### src/rtl/caprom_window_v2.sv
// rtl/caprom_window_v2.sv - CSR-visible discovery ROM with enable-gated table windows
// Fetches one or two ROM words per read, merges unaligned bytes, and owns a lockable control register.
module caprom_window_v2 #(
  parameter int              ADDR_W          = 32,
  parameter int              DATA_W          = 32,
  parameter int              NUM_WIN         = 4,
  parameter int              WIN_BYTES       = 256,
  parameter int              WIN_STRIDE      = 256,
  parameter logic [ADDR_W-1:0] BASE_ADDR     = '0,
  parameter int              ROM_LAT         = 1,
  parameter int              ALLOW_UNALIGNED = 1
) (
  input  logic                                  clk,
  input  logic                                  rst_n,
  input  logic                                  req_valid,
  output logic                                  req_ready,
  input  logic [ADDR_W-1:0]                     req_addr,
  input  logic                                  req_write,
  input  logic [DATA_W-1:0]                     req_wdata,
  output logic                                  rsp_valid,
  input  logic                                  rsp_ready,
  output logic [DATA_W-1:0]                     rsp_rdata,
  output logic                                  rsp_fault,
  output logic                                  rsp_side_effect,
  output logic                                  rom_rd_en,
  output logic [$clog2(NUM_WIN*WIN_BYTES)-1:0]  rom_addr,
  input  logic [DATA_W-1:0]                     rom_rdata,
  output logic [NUM_WIN-1:0]                    win_en,
  output logic                                  locked
);

  localparam int RA       = $clog2(NUM_WIN*WIN_BYTES);
  localparam int DB       = DATA_W / 8;
  localparam int AW1      = ADDR_W + 1;
  localparam int WW       = (NUM_WIN > 1) ? $clog2(NUM_WIN) : 1;
  localparam int CW       = $clog2(ROM_LAT + 1);
  localparam int LOCK_BIT = (DATA_W > 31) ? 31 : DATA_W - 1;

  localparam logic [AW1-1:0] BASE_X   = {1'b0, BASE_ADDR};
  localparam logic [AW1-1:0] STRIDE_X = AW1'(WIN_STRIDE);
  localparam logic [AW1-1:0] WINB_X   = AW1'(WIN_BYTES);
  localparam logic [AW1-1:0] DB_X     = AW1'(DB);
  localparam logic [AW1-1:0] CTRL_X   = BASE_X + AW1'(NUM_WIN * WIN_STRIDE);
  localparam bit             CTRL_UNAL = (CTRL_X % DB_X) != '0;
  localparam bit             NO_UNAL   = (ALLOW_UNALIGNED == 0);

  typedef enum logic [1:0] {IDLE, FETCH0, FETCH1, RESP} state_t;

  state_t              state_q, state_d;
  logic [CW-1:0]       cnt_q;
  logic                span_q;
  logic [3:0]          sh_q;
  logic [RA-1:0]       a1_q;
  logic [DATA_W-1:0]   word0_q;

  logic [AW1-1:0]      addr_x, off, win_x, woff, sh_x, a0_x;
  logic [WW-1:0]       win_idx;
  logic                below, above, is_ctrl, unal, overrun, win_on, fault;
  logic                rd_fire, lat_hit;
  logic [RA-1:0]       rd_addr;
  logic [DATA_W-1:0]   ctrl_val, merged;
  logic [2*DATA_W-1:0] shifted;
  logic                unused_bits;

  // Offsets are computed one bit wider than the bus so addresses near the top never wrap.
  always_comb begin
    addr_x  = {1'b0, req_addr};
    off     = addr_x - BASE_X;
    win_x   = off / STRIDE_X;
    woff    = off % STRIDE_X;
    sh_x    = woff % DB_X;
    a0_x    = win_x * WINB_X + woff - sh_x;
    win_idx = win_x[WW-1:0];
    below   = addr_x < BASE_X;
    above   = addr_x > CTRL_X;
    is_ctrl = addr_x == CTRL_X;
    unal    = sh_x != '0;
    overrun = (woff + DB_X) > WINB_X;
    win_on  = win_en[win_idx];
    if (below || above)
      fault = 1'b1;
    else if (is_ctrl)
      fault = CTRL_UNAL || (req_write && locked);
    else
      fault = req_write || overrun || !win_on || (unal && NO_UNAL);
  end

  always_comb begin
    ctrl_val              = '0;
    ctrl_val[NUM_WIN-1:0] = win_en;
    ctrl_val[LOCK_BIT]    = locked;
  end

  // Response byte b is window byte woff+b: tail of word 0, then head of word 1.
  assign shifted     = {rom_rdata, word0_q} >> {sh_q, 3'b000};
  assign merged      = shifted[DATA_W-1:0];
  assign lat_hit     = cnt_q == CW'(ROM_LAT);
  assign req_ready   = (state_q == IDLE);
  assign unused_bits = ^{req_wdata, win_x, shifted};

  always_comb begin
    state_d = state_q;
    rd_fire = 1'b0;
    rd_addr = a1_q;
    case (state_q)
      IDLE: begin
        if (req_valid) begin
          if (fault || is_ctrl) begin
            state_d = RESP;
          end else begin
            state_d = FETCH0;
            rd_fire = 1'b1;
            rd_addr = RA'(a0_x);
          end
        end
      end
      FETCH0: begin
        if (lat_hit) begin
          if (span_q) begin
            state_d = FETCH1;
            rd_fire = 1'b1;
          end else begin
            state_d = RESP;
          end
        end
      end
      FETCH1: if (lat_hit) state_d = RESP;
      RESP:   if (rsp_ready) state_d = IDLE;
      default: state_d = IDLE;
    endcase
  end

  always_ff @(posedge clk) begin
    if (!rst_n) state_q <= IDLE;
    else        state_q <= state_d;
  end

  always_ff @(posedge clk) begin
    if (!rst_n) begin
      rsp_valid       <= 1'b0;
      rsp_rdata       <= '0;
      rsp_fault       <= 1'b0;
      rsp_side_effect <= 1'b0;
      rom_rd_en       <= 1'b0;
      rom_addr        <= '0;
      win_en          <= '1;
      locked          <= 1'b0;
      cnt_q           <= '0;
      span_q          <= 1'b0;
      sh_q            <= '0;
      a1_q            <= '0;
      word0_q         <= '0;
    end else begin
      rom_rd_en <= rd_fire;
      if (rd_fire) begin
        rom_addr <= rd_addr;
        cnt_q    <= '0;
      end else if (!lat_hit) begin
        cnt_q <= cnt_q + CW'(1);
      end
      case (state_q)
        IDLE: begin
          if (req_valid) begin
            span_q <= unal;
            sh_q   <= 4'(sh_x);
            a1_q   <= RA'(a0_x + DB_X);
            if (fault || is_ctrl) begin
              rsp_valid       <= 1'b1;
              rsp_fault       <= fault;
              rsp_side_effect <= !fault && req_write;
              rsp_rdata       <= (!fault && !req_write) ? ctrl_val : '0;
              if (!fault && req_write) begin
                win_en <= req_wdata[NUM_WIN-1:0];
                locked <= req_wdata[LOCK_BIT];
              end
            end
          end
        end
        FETCH0: begin
          if (lat_hit) begin
            if (span_q) begin
              word0_q <= rom_rdata;
            end else begin
              rsp_valid       <= 1'b1;
              rsp_rdata       <= rom_rdata;
              rsp_fault       <= 1'b0;
              rsp_side_effect <= 1'b0;
            end
          end
        end
        FETCH1: begin
          if (lat_hit) begin
            rsp_valid       <= 1'b1;
            rsp_rdata       <= merged;
            rsp_fault       <= 1'b0;
            rsp_side_effect <= 1'b0;
          end
        end
        RESP: if (rsp_ready) rsp_valid <= 1'b0;
        default: ;
      endcase
    end
  end

endmodule

### config.mk
export PLATFORM = sky130hd
export DESIGN_NAME = caprom_window_v2
export DESIGN_NICKNAME = d
export VERILOG_FILES = /design/src/rtl/caprom_window_v2.sv
export SDC_FILE = /design/constraint.sdc
export NUM_CORES = 1
export LEC_CHECK = 0
export ABC_AREA = 1
export BUFFER_PORTS_ARGS = -buffer_cell sky130_fd_sc_hd__buf_4
export CAP_MARGIN = 30
export CORE_UTILIZATION = 54
export CTS_CLUSTER_SIZE = 24
export DETAILED_ROUTE_END_ITERATION = 8
export GPL_ROUTABILITY_DRIVEN = 0
export PLACE_DENSITY_LB_ADDON = 0.3
export SYNTH_ARGS = -nofsm -noshare
export SYNTH_HDL_FRONTEND = slang
export SYNTH_SLANG_ARGS = --single-unit
### constraint.sdc
create_clock -name clk -period 4.2 [get_ports clk]
set_clock_uncertainty 0.1 [all_clocks]
set_input_delay 0.84 -clock clk [delete_from_list [all_inputs] [get_ports clk]]
set_output_delay 0.84 -clock clk [all_outputs]
set_load 0.02 [all_outputs]
* Word-level counts from Yosys, hierarchy flattened
Index checks and enable logic that the tools add are counted.
** Storage, ports and cells
- Register bits :: 99
- Bits in latches :: 0
- RAM bits :: 0
- Memory bits (read-only) :: 0
- Input port bits :: 101
- Output and inout bits :: 52
- Logic and storage cells :: 96
- Memories :: 0
** Cells by class
- Add/sub/neg operators :: 5
- Multipliers :: 0
- Divide/modulo/power cells :: 0
- Order comparisons :: 3
- Eq/ne operators :: 10
- Shifts and indexed selects :: 1
- Mux-type cells :: 43
- Bitwise gates (word level) :: 1
- Reductions and logical operators :: 19
** Operator list (number)
- 32-bit 2-to-1 mux :: 6
- 32-bit one-hot mux with 3 select lines :: 1
- 64-bit by 5-bit right shift with 32-bit output :: 1
- 33-bit nonzero test :: 1
- 32-bit by 11-bit equality test with 1-bit output (second input constant) :: 1
- 32-bit by 11-bit greater-than comparator with 1-bit output (second input constant) :: 1
- 10-bit 2-to-1 mux :: 3
- 1-bit 2-to-1 mux :: 22
- 6-bit AND reduction :: 2
- 10-bit by 3-bit adder with 10-bit output (second input constant) :: 1
- 10-bit by 8-bit adder with 10-bit output :: 1
- 2-bit 2-to-1 mux :: 5
- 2-bit != test (second input constant) :: 5
- 10-bit by 2-bit subtractor with 10-bit output :: 1
- 8-bit by 3-bit adder with 9-bit output (second input constant) :: 1
- 9-bit greater-than comparator (second input constant) :: 1
- 2-bit one-hot mux with 4 select lines :: 1
- 4-bit AND reduction :: 2
- 1-bit one-hot mux with 3 select lines :: 2
- 2-bit equality test (second input constant) :: 2
- 1-bit one-hot mux with 4 select lines :: 1
- 1-bit logical AND :: 3
- 1-bit zero test :: 3
- 1-bit logical OR :: 3
- other kinds (12) :: 12

* Longest topological paths before layout
Gate-level depths: netlist of the first run.
- Depth in word-level cells :: 12
- Gate-level depth with buffers :: 13
- Mapped depth without buffers :: 13

* Worst setup path before layout of the first run
Ideal clock, no wire load.
- Path kind :: input-to-reg
- From :: input req_addr[2]
- To :: register rsp_rdata[9]
- Setup time :: 113 ps
- Arrival time :: 2038 ps
- Required time :: 3987 ps
- Path slack :: 1949 ps
- Cell stages on the path :: 10
- Path buffers :: 2
- Cells stage by stage :: ha_1 nand3_1 nor3_2 nand2_2 nand3_4 nand3_2 buf_6 buf_12 nor2_1 nor2_1
** On the way
- Word-level cells in the longest chain between the ends :: 9
- Elaborated cells between the ends (all ways) :: 11
- Classes of those cells :: 1 x add/sub; 2 x order compare; 2 x eq/ne; 2 x mux; 4 x reduce/logical
** Ends and longest elaborated chain
- start, declared :: line 17 : input logic [ADDR_W-1:0] req_addr,
- 8-bit by 3-bit adder with 9-bit output :: line 78 : overrun = (woff + DB_X) > WINB_X;
- 9-bit greater-than comparator :: line 78
- 1-bit logical OR (2 in series) :: line 85 : fault = req_write || overrun || !win_on || (unal && NO_UNAL);
- 1-bit 2-to-1 mux :: line 82 : else if (is_ctrl)
- 1-bit 2-to-1 mux :: line 80 : if (below || above)
- 1-bit logical OR (*) :: line 167 : if (fault || is_ctrl) begin
- 2-bit by 1-bit != test with 1-bit output (no source line) (*)
- 6-bit AND reduction (no source line) (*)
- end signal, assigned :: line 171 : rsp_rdata <= (!fault && !req_write) ? ctrl_val : '0;
- end signal, assigned :: line 185 : rsp_rdata <= rom_rdata;
- end signal, assigned :: line 194 : rsp_rdata <= merged;
- end, declared :: line 22 : output logic [DATA_W-1:0] rsp_rdata,
Every way passes the cells marked *; elsewhere a longest branch is shown, timed or not.
A chain may end at the register's enable or synchronous reset.

* Final worst setup path of the first run
- From :: input req_addr[3]
- To :: register rsp_rdata[6]
Same word-level chain as after synthesis.

==> results.ini, run 1 <==
[hold_path]
min_path_cells = 2
whs_endpoint = rom_addr[1]
hold_class = reg -> reg
hold_start = rom_addr[1]

[grt]
first_global_vias = 5120
grt_usage = 0.278
grt_start_max_net_pins = 65
grt_overflow_total = 0
grt_pass1_wl_um = 24400
antenna_found_initial = 0

[power_and_ir_drop]
power.switching_uw = 1570
p_sw_frac = 0.456
ir_drop_mv = 0.336
pwr-share-clk = 0.164
p_seq_frac = 0.343
p_total_uw = 3430
combPwrFrac = 0.494
power.internal_uw = 1870
p_per_area_mw_per_mm2 = 518
leakagePower_uw = 0.00287

[setup_path]
crit_buf_inv = 1
critical_path.cell_chain = buf_4, ha_1, nand3_1, nor3_2, nand2_2, nand3_4, nand3_2, o21ai_0, nor2_1
r2r_start = state_q[0]
end_kind = flop
crit_family = simple AND/OR/NAND/NOR gates
critPathMaxFanout = 48
reg2reg_depth = 10
startpoint_type = input port
critical_path.max_stage_delay_ns = 0.78
worstPathRequired_ns = 4.37
rrSetupSlack_ns = 1.21
reg2reg_to = rsp_rdata[6]
critical_path.slowest_cell = nand3_2
path_class = in -> reg
crit_arrival_ns = 3.17

[job]
cap_violations = 0

[cts]
cts_root_buf = clkbuf_8
cts_buffers = 9
cts_setup_buffers = 0
cts_buffer_depth = 2
cts.sinks = 96
htree_levels = 3
clkTransAtPathRegs_ns = 0.09
tritoncts = built
clk_latency_ns = 0.38
hold_buffers = 0
cts_resized = 0

[final_layout]
syn_to_final_growth_pct = 18.9
diodes = 0
final_cell_mix = nand2_1 (225), buf_4 (132), dfxtp_1 (95), inv_1 (87), a21oi_1 (86)
drive_gt1_frac = 0.187
final_cells = 1096
final_common_cell = nand2_1
final_nets = 1066
fillCellCount = 965

[die]
rows = 36
start_util = 0.562
die_x_um = 104
die_h_um = 104
fp.coreArea_mm2 = 0.00991
dieArea_mm2 = 0.0107
ios = 153

[synthesis]
yosysUniqueCellTypes = 34
synthSimpleGateAreaFrac = 0.327
synth_top_family_by_area = simple AND/OR/NAND/NOR gates
synthAdderAreaFrac = 0.0157
synth_compound_area_frac = 0.193
ys_ff_latch = 96
synthMuxAreaShare = 0
synthXorXnorAreaFrac = 0.00629
netlist_area_mm2 = 0.00557
yosys_warnings = 0
syn_nets = 983
ys_seq_area_frac = 0.345
syn-instance-count = 875
avgSynthCellArea_um2 = 6.37

[detailed_routing]
first_pass_iters = 5
dr_total_vias = 5854
drt_iter0_drc = 342
ant_nets = 0
drt_wl_total_um = 14700
vias_per_cell = 5.34
drc = 0
wire_per_inst_um = 13.4

[sta]
slew_violations = 0
worst_slack_ns = 1.20
period_share = 0.715
final_hold_viol_count = 0
min_period_ns = 3.00
slew_headroom = 0.332
setup_violations = 0
grt_setup_unrepaired = false
worst_pin_slew_ns = 1.00
holdWs_ns = 0.343
finalSetupTns_ns = 0
fmax_mhz = 333

[placement]
portBuffers = 124
place_inst = 1080
dp_hpwl_um = 10300
preCtsSetupSlack_ns = 0.795

[status]
status = completed

## power by group through the flow
stage	Combinational [uW]	Sequential (uW)	Clock, uW
after floorplan	1160	1290	0
after global placement	1660	1190	0
after detailed placement	1680	1200	0
after CTS	1690	1180	575
after global routing	1900	1200	607
final	1690	1180	562
## cell families (layout without fill, tap and decap cells)
kind of cell | Yosys count | count (layout)
buf+inv | 150 | 238
flops | 96 | 96
other cells | 1 | 1
simple gates | 418 | 418
xor+xnor | 4 | 4
compound gates | 199 | 199
fa+ha+maj | 7 | 7
## flip-flops by register name, summed over array words and instances, names as in the netlist, 2 cells and up
name	count
rom_addr	9
a1_q	8
state_q	2
win_en	4
word0_q	32
sh_q	2
rsp_rdata	32
## per-layer routing
| metal | up-vias | global-route usage | wire length [um] | share of wire |
|---|---|---|---|---|
| li1 | 3004 | - | - | - |
| met3 | 40 | 0.0724 | 1020 | 0.069 |
| met1 | 2586 | 0.333 | 6090 | 0.41 |
| met5 | - | 0 | 0 | 0 |
| met2 | 224 | 0.473 | 7080 | 0.48 |
| met4 | 0 | 0.107 | 503 | 0.034 |
## worst reg2reg max path, stage by stage (launching register included)
cell,delay [ns]
dfxtp_1,0.40
inv_1,0.09
ha_1,0.19
buf_4,0.24
nor2_1,0.13
o22ai_1,0.09
nor2_1,0.11
buf_4,0.25
nand3_2,0.77
o21ai_0,0.46
nor2_1,0.07
## how the worst max path moves through the flow
stage,end,slack [ns],startpoint,cells after the start
after floorplan,rsp_rdata[9],1.95,req_addr[2],10
after global routing,rsp_rdata[13],0.82,state_q[0],10
final,rsp_rdata[6],1.20,req_addr[3],9
after global placement,rsp_rdata[6],0.83,req_addr[2],9
after CTS,rsp_rdata[6],1.20,req_addr[3],9
after detailed placement,rsp_rdata[6],0.79,req_addr[3],9
## per-stage QoR
step           area [um2]  utilization
2_1_floorplan        5570            -
3_5_place_dp         6450        0.651
4_1_cts              6630        0.669
5_1_grt              6630        0.669
3_3_place_gp         6450        0.651
6_report             6630        0.669
## area by class of cell
class	count	area [um2]	area share
flip-flops and latches	96	1920	0.290
repair buffers	132	991	0.150
clock inverters	4	30.0	0.00453
inverters	90	338	0.0510
well taps	133	166	0.0251
multi-input cells	629	3030	0.458
clock buffers	12	145	0.0219
## synth_stat cells
master / count / area (um2)
nand2_1: 225 / 845
dfxtp_1: 96 / 1920
inv_1: 87 / 327
a21oi_1: 86 / 430
o21ai_0: 85 / 425
nor2_1: 83 / 312
nand3_1: 59 / 295
clkbuf_1: 37 / 139
nand4_1: 28 / 175
o211ai_1: 16 / 120
buf_2: 15 / 75.1
nand2_2: 10 / 62.6
a21oi_2: 8 / 70.1
ha_1: 7 / 87.6
xor2_1: 4 / 35.0
buf_1: 3 / 11.3
buf_6: 3 / 33.8
nand3_2: 3 / 30.0
inv_2: 2 / 7.51
nor2_2: 2 / 12.5
o221ai_1: 2 / 17.5
or2_2: 2 / 12.5
a31oi_1: 1 / 6.26
and3_1: 1 / 6.26
buf_12: 1 / 20.0
buf_4: 1 / 7.51
clkinv_1: 1 / 3.75
conb_1: 1 / 3.75
nand3_4: 1 / 17.5
nor2_4: 1 / 11.3
nor2_8: 1 / 20.0
nor3_2: 1 / 10.0
nor3_4: 1 / 16.3
o22ai_1: 1 / 6.26
Note: power is estimated with default switching activity, not from simulation.
==> inputs of run 2 (changes only) <==
--- a/config.mk
+++ b/config.mk
@@ -8,7 +8,7 @@
 export ABC_AREA = 1
 export BUFFER_PORTS_ARGS = -buffer_cell sky130_fd_sc_hd__buf_4
 export CAP_MARGIN = 30
-export CORE_UTILIZATION = 54
+export CORE_UTILIZATION = 48
 export CTS_CLUSTER_SIZE = 24
 export DETAILED_ROUTE_END_ITERATION = 8
 export GPL_ROUTABILITY_DRIVEN = 0
==> constraint.sdc (replaced) <==
create_clock -name clk -period 2.58 [get_ports clk]
set_clock_uncertainty 0.1 [all_clocks]
set_input_delay 0.516 -clock clk [delete_from_list [all_inputs] [get_ports clk]]
set_output_delay 0.516 -clock clk [all_outputs]
set_load 0.02 [all_outputs]
==> run 2 against run 1 <==
Effect of this change:
- count of clock-buffer cells in the layout stayed put
- critical path depth stayed put
- via count is 0.55% higher
- global-route usage is 1.6 points lower
==> results.ini, run 2 (synthesized netlist as in run 1, its figures left out) <==
[status]
status = completed

[grt]
grt_start_max_net_pins = 42
grt_usage = 0.262
grt_overflow_total = 0
antenna_found_initial = 0
grt_pass1_wl_um = 24500
first_global_vias = 5236

[die]
ios = 153
dieArea_mm2 = 0.0120
start_util = 0.503
fp.coreArea_mm2 = 0.0111
rows = 38
die_h_um = 110
die_x_um = 110

[final_layout]
fin_util = 0.616
syn_to_final_growth_pct = 22.5
drive_gt1_frac = 0.194
multiInputGateArea_mm2 = 0.00303
fillCellCount = 1096
diodes = 0
reg_top3 = rsp_rdata: 32 flops, word0_q: 32 flops, rom_addr: 9 flops
final_common_cell = nand2_1
final_cells = 1113
final_nets = 1076
final_cell_mix = nand2_1 (225), buf_4 (140), dfxtp_1 (95), inv_1 (87), a21oi_1 (86)
seqCellArea_mm2 = 0.00192
final_cell_area_mm2 = 0.00683

[power_and_ir_drop]
p_per_area_mw_per_mm2 = 889
ir_drop_mv = 0.676
leakagePower_uw = 0.00297

[detailed_routing]
drt_iter0_drc = 384
wire_per_inst_um = 13.7
drt_wl_total_um = 15300
dr_total_vias = 5886
ant_nets = 0
drc = 0
vias_per_cell = 5.29
first_pass_iters = 5

[job]
cap_violations = 0

[sta]
grt_setup_unrepaired = false
setup_violations = 0
finalSetupTns_ns = 0
min_period_ns = 2.17
holdWs_ns = 0.266
final_hold_viol_count = 0
slew_headroom = 0.549
worst_pin_slew_ns = 0.676
period_share = 0.843
fmax_mhz = 460
slew_violations = 0

[setup_path]
path_class = reg -> reg
crit_family = buffers and inverters
crit_arrival_ns = 2.37
cpMostUsedCell = nand2_1
critical_path.max_stage_delay_ns = 0.35
critPathMaxFanout = 16
startpoint_type = flop
critical_path.slowest_cell = dfxtp_1
critical_path.cell_chain = inv_1, ha_1, nand2_1, inv_1, nand3_2, buf_4, o21ai_0, nand2_1, nand2_1
crit_buf_inv = 3
worstPathRequired_ns = 2.77
end_kind = flop

[cts]
clk_latency_ns = 0.35
cts_resized = 0
cts_buffers = 9
clkTransAtPathRegs_ns = 0.07
htree_levels = 3
hold_buffers = 0
tritoncts = built
cts.sinks = 96
cts_buffer_depth = 2
cts_setup_buffers = 0
cts_root_buf = clkbuf_16

[placement]
dp_hpwl_um = 11000
portBuffers = 124
place_inst = 1097
post_dp_cell_area_mm2 = 0.00656

[hold_path]
hold_class = in -> reg

## run 2: changes by cell type in the layout (fill, tap and decap cells not counted)
cell        previous run  this run
clkinv_2               0         1
clkinvlp_4             4         1
clkinv_4               0         1
buf_12                 0         2
inv_6                  0         1
buf_4                132       140
clkbuf_16              0         9
clkbuf_8              10         0
clkbuf_1               2         3
## run 2: path summary, 6_finish.rpt
path	cells past startpoint	slack (ns)	to	from
setup / recovery	9	0.41	rom_addr[9]	state_q[0]
hold / removal	2	0.27	a1_q[2]	req_addr[2]
setup reg to reg	9	0.41	rom_addr[9]	state_q[0]
hold reg to reg	2	0.34	word0_q[3]	word0_q[3]
## run 2: metal layers
metal	part of all wire	global-route usage
met5	0	0
met3	0.065	0.0699
met4	0.033	0.0971
met2	0.48	0.460
met1	0.42	0.303
## run 2: cell type report
class                      count  share of cell area
inverter                      90              0.0495
tap                          140              0.0257
sequential                    96               0.282
clock inverter                 4             0.00440
clock buffer                  12              0.0346
multi-input combinational    629               0.444
timing repair buffer         142               0.160
## run 2: power by group
group	internal [uW]	total, uW	leakage [uW]	switching, uW
Sequential	1740	1920	0.000782	173
Clock	659	1250	0.000127	591
Combinational	1030	2900	0.00207	1870
Total	3430	6070	0.00297	2640
## run 2: stage by stage
step / worst slack (ns) / power (uW)
global route: 0.187 / 6540
finish: 0.406 / 6070
global placement: 0.319 / 4810
floorplan: 0.653 / 3980
CTS: 0.412 / 6090
detailed placement: 0.284 / 4830
